### config.mk
export PLATFORM = sky130hd
export DESIGN_NAME = result_bcd_converter
export DESIGN_NICKNAME = d
export VERILOG_FILES = /design/src/rtl/result_bcd_converter.sv
export SDC_FILE = /design/constraint.sdc
export NUM_CORES = 1
export LEC_CHECK = 0
export ABC_AREA = 1
export BUFFER_PORTS_ARGS = -buffer_cell sky130_fd_sc_hd__buf_2
export CORE_MARGIN = 5
export CORE_UTILIZATION = 62
export CTS_CLUSTER_SIZE = 10
export DETAILED_ROUTE_END_ITERATION = 8
export MAX_ROUTING_LAYER = met4
export PLACE_DENSITY = 0.95
export RECOVER_POWER = 100
export SYNTH_ARGS = -nofsm -noshare
export SYNTH_HDL_FRONTEND = slang
export SYNTH_SLANG_ARGS = --single-unit
export TNS_END_PERCENT = 10
### constraint.sdc
create_clock -name CLK100MHz -period 3.1 [get_ports CLK100MHz]
set_input_delay 0.155 -clock CLK100MHz [delete_from_list [all_inputs] [get_ports CLK100MHz]]
set_output_delay 0.155 -clock CLK100MHz [all_outputs]
set_load 0.005 [all_outputs]
### src/rtl/result_bcd_converter.sv
// Iterative double-dabble converter: 32-bit result -> ten BCD digits, sign and digit count.
// Optional macro BCD_SIGNED_EN treats result_in as two's complement.
module result_bcd_converter #(
  parameter int WIDTH = 32
) (
  input  logic             CLK100MHz,
  input  logic             reset,
  input  logic [WIDTH-1:0] result_in,
  input  logic             conversion_en,
  output logic             conversion_ready,
  output logic [39:0]      bcd_out,
  output logic             sign_out,
  output logic [3:0]       num_digits
);

  localparam int DIGITS = 10;

  typedef enum logic [1:0] {IDLE, SHIFT, DONE} state_t;

  state_t      state_q, state_d;
  logic [5:0]  cnt_q, cnt_d;
  logic [31:0] bin_q, bin_d;
  logic [39:0] scr_q, scr_d;
  logic        neg_q, neg_d;
  logic [39:0] bcd_q, bcd_d;
  logic        sign_q, sign_d;
  logic [3:0]  ndig_q, ndig_d;
  logic        rdy_q, rdy_d;

  logic [39:0] scr_adj;
  logic [39:0] scr_next;
  logic        in_neg;
  logic [31:0] in_mag;

  function automatic logic [39:0] add3_all(input logic [39:0] s);
    logic [39:0] r;
    r = s;
    for (int i = 0; i < DIGITS; i++) begin
      if (r[4*i +: 4] >= 4'd5) r[4*i +: 4] = r[4*i +: 4] + 4'd3;
    end
    return r;
  endfunction

  function automatic logic [3:0] count_digits(input logic [39:0] s);
    logic [3:0] n;
    n = 4'd1;
    for (int i = 0; i < DIGITS; i++) begin
      if (s[4*i +: 4] != 4'd0) n = 4'(i + 1);
    end
    return n;
  endfunction

`ifdef BCD_SIGNED_EN
  // Negating 0x80000000 yields 0x80000000, which is the correct unsigned magnitude.
  assign in_neg = result_in[31];
  assign in_mag = in_neg ? (~result_in[31:0] + 32'd1) : result_in[31:0];
`else
  assign in_neg = 1'b0;
  assign in_mag = result_in[31:0];
`endif

  assign scr_adj  = add3_all(scr_q);
  assign scr_next = {scr_adj[38:0], bin_q[31]};

  always_comb begin
    state_d = state_q;
    cnt_d   = cnt_q;
    bin_d   = bin_q;
    scr_d   = scr_q;
    neg_d   = neg_q;
    bcd_d   = bcd_q;
    sign_d  = sign_q;
    ndig_d  = ndig_q;
    rdy_d   = rdy_q;
    case (state_q)
      IDLE: begin
        rdy_d = 1'b0;
        if (conversion_en) begin
          bin_d   = in_mag;
          neg_d   = in_neg;
          scr_d   = '0;
          cnt_d   = '0;
          state_d = SHIFT;
        end
      end
      SHIFT: begin
        if (!conversion_en) begin
          state_d = IDLE;
        end else begin
          scr_d = scr_next;
          bin_d = {bin_q[30:0], 1'b0};
          cnt_d = cnt_q + 6'd1;
          if (cnt_q == 6'd31) begin
            bcd_d   = scr_next;
            sign_d  = neg_q;
            ndig_d  = count_digits(scr_next);
            state_d = DONE;
          end
        end
      end
      DONE: begin
        if (conversion_en) begin
          rdy_d = 1'b1;
        end else begin
          rdy_d   = 1'b0;
          state_d = IDLE;
        end
      end
      default: state_d = IDLE;
    endcase
  end

  always_ff @(posedge CLK100MHz) begin
    if (reset) begin
      state_q <= IDLE;
      cnt_q   <= '0;
      bin_q   <= '0;
      scr_q   <= '0;
      neg_q   <= 1'b0;
      bcd_q   <= '0;
      sign_q  <= 1'b0;
      ndig_q  <= 4'd1;
      rdy_q   <= 1'b0;
    end else begin
      state_q <= state_d;
      cnt_q   <= cnt_d;
      bin_q   <= bin_d;
      scr_q   <= scr_d;
      neg_q   <= neg_d;
      bcd_q   <= bcd_d;
      sign_q  <= sign_d;
      ndig_q  <= ndig_d;
      rdy_q   <= rdy_d;
    end
  end

  assign conversion_ready = rdy_q;
  assign bcd_out          = bcd_q;
  assign sign_out         = sign_q;
  assign num_digits       = ndig_q;

endmodule

==> metrics <==
post-synthesis async set-or-reset flop share=0; number of synthesized flops with an enable pin=0; Final Cycle Share=0.839; initial drt markers=587; IO Port Bufs=79; gpl congestion=0.906; Clock transition at path regs=0.06 ns; H-tree levels=4; f_max=0.384 GHz; Clock Skew=0.00891 ns; Most used DFF post-synth=dfxtp_1; HPWL reported at the end of detailed placement=9230 um; TNS Setup=0 ns; GR Util All Layers=0.316; core footprint=0.00924 mm2; crit path max fanout=37; # IOs=81; CTS sink cnt=125; share of layout cells above drive strength 1=0.112; routed vias=6140; first-pass GRT wire length=28300 um; CTS tree=yes; max-cap violations=0; final WL=17200 um; synthesized flop and latch total=125; CTS buffer count=17; Clk Latency, worst-skew pair=0.53 ns; hold slack final=0.0716 ns; sequential element share of the synthesized area=0.426; Synth cell types=38; Syn Inst Count=814; critical path endpoint category=register; Initial Util=0.635; ANT nets after route=0; Post-Syn Area=0.00587 mm2; CP Data Required Time=3.52 ns; Crit Path Category=register to register; Worst slew margin=0.330; Post-Syn Area per Cell=7.21 um2; vias in the first global route=6056; Die Ht=107 um; Slew Limit Fails=0; CP Launch Type=register; Syn-to-layout area delta=23.0%; Critical Path AT=3.03 ns; # rows=35; die width=107 um; GR Overflow Total=0; Hold/Removal Path Class=input port to register; FF-to-FF path depth=6; RSZ-0062 raised after global routing=no; Clock Path Buffers=2; syn nets=870; vias per cell=5.83; Residual DRC=0; PD cells=549 mW/mm2; Synth Warn #=0; pin slew with the least headroom to its limit=1.00 ns; initial antenna violation count=0; Tmin final=2.60 ns; peak supply drop=505 uV; status=completed; leakage power=3.14 nW; largest net degree at the start of global routing=49; nets@finish=968; Post-CTS Resized=0; routed len/inst=16.3 um; final hold viol count=0; die area=0.0115 mm2; ant diodes=0; Root Driver=clkbuf_8; drt first pass iters=7; hold-critical path depth=5; Setup-failing EPs final=0
## through the flow
| stage | worst slack [ns] | cell area [um2] | utilization | power [mW] | instances |
|---|---|---|---|---|---|
| floorplan | 1.43 | 5870 | - | 1.79 | 814 |
| global placement | 1.12 | 6330 | 0.685 | 1.84 | 990 |
| detailed placement | 1.05 | 6330 | 0.685 | 1.84 | 990 |
| CTS | 0.936 | 7270 | 0.787 | 3.93 | 1054 |
| global route | 0.377 | 7220 | 0.781 | 4.06 | 1054 |
| finish | 0.498 | 7220 | 0.781 | 3.96 | 1054 |
## cells by family after synthesis
| family | count (synthesis) | synth area share |
|---|---|---|
| AO/OA/AOI/OAI | 219 | 0.208 |
| XOR/XNOR | 12 | 0.0217 |
| adder cells (fa/ha/maj) | 21 | 0.0448 |
| buffers and inverters | 124 | 0.0833 |
| flip-flops | 125 | 0.426 |
| other | 1 | 0.000639 |
| AND/OR/NAND/NOR | 312 | 0.215 |
## cells in the final DEF, fill, tap and decap left out, drive strengths merged, types with 7 or more instances in the layout
| cell | count |
|---|---|
| a211oi | 26 |
| a21oi | 78 |
| buf | 55 |
| clkbuf | 55 |
| clkinv | 7 |
| dfxtp | 125 |
| dlygate4sd3 | 32 |
| ha | 21 |
| inv | 80 |
| nand2 | 171 |
| nand3 | 24 |
| nor2 | 102 |
| o21ai | 93 |
| xor2 | 12 |
## path summary, 6_finish.rpt
kind	start	to	slack, ns
worst max-delay path	state_q[1]$_SDFFE_PP0P_	cnt_q[4]$_SDFFE_PP0P_	0.50
worst min-delay path	result_in[3]	bin_q[3]$_SDFFE_PP0P_	0.07
worst max register to register	state_q[1]$_SDFFE_PP0P_	cnt_q[4]$_SDFFE_PP0P_	0.50
worst min register to register	scr_q[35]$_SDFFE_PP0P_	scr_q[35]$_SDFFE_PP0P_	0.47
## cell type report
class                      count  area (um2)
clock buffer                  21         459
clock inverter                11         164
fill                         574        2020
inverter                      82         308
multi-input combinational    565        2880
sequential                   125        2500
tap                          129         161
timing repair buffer         121         742
## worst max-delay path: stages, from the launching register on
cell and delay (ns):
dfxtp_1 0.32, inv_1 0.12, nand2_1 0.40, nor2_1 0.36, clkbuf_2 0.70, o21ai_0 0.28, a221oi_1 0.32
## routing by layer
metal  GRT usage  share of wire  vias up
li1            -              -     2867
met1       0.357           0.39     2805
met2       0.525           0.48      387
met3      0.0708          0.089       81
met4       0.164          0.044        0
met5           -              0        -
## synthesized netlist by cell type, types with 2 or more instances
cell,number,area [um2]
nor2_1,100,375
inv_1,76,285
o21ai_0,81,405
or2_2,2,12.5
buf_2,13,65.1
o21ai_2,2,17.5
inv_2,5,18.8
buf_4,2,15.0
a31oi_1,6,37.5
o22ai_1,6,37.5
nand3_2,2,20.0
nand3_1,22,110
nand4_1,6,37.5
nand2_1,170,638
a21oi_1,78,390
buf_1,3,11.3
xor2_2,3,48.8
ha_1,21,263
nor3_2,2,20.0
xor2_1,9,78.8
nor2_2,2,12.5
o21ai_1,9,45.0
nor3_1,3,15.0
a211oi_1,26,195
clkbuf_1,24,90.1
a221oi_1,2,17.5
o21a_1,4,30.0
dfxtp_1,125,2500
## where the power goes
part	internal [mW]	total, mW	switching [mW]
combinational	0.0777	0.196	0.118
clock	1.37	2.11	0.741
sequential	1.64	1.66	0.0202
## timing repair
item	CTS	global route
endpoints found under the hold margin	32	0
endpoints found under the setup margin	0	0
setup buffers	0	0
hold buffers	32	0
## flip-flops by register name, summed over array words and instances (netlist names)
| signal | count |
|---|---|
| bin_q | 32 |
| cnt_q | 6 |
| conversion_ready | 1 |
| scr_q | 40 |
| bcd_out | 40 |
| num_digits | 4 |
| state_q | 2 |
No activity file was read; power rests on OpenSTA's default activity.
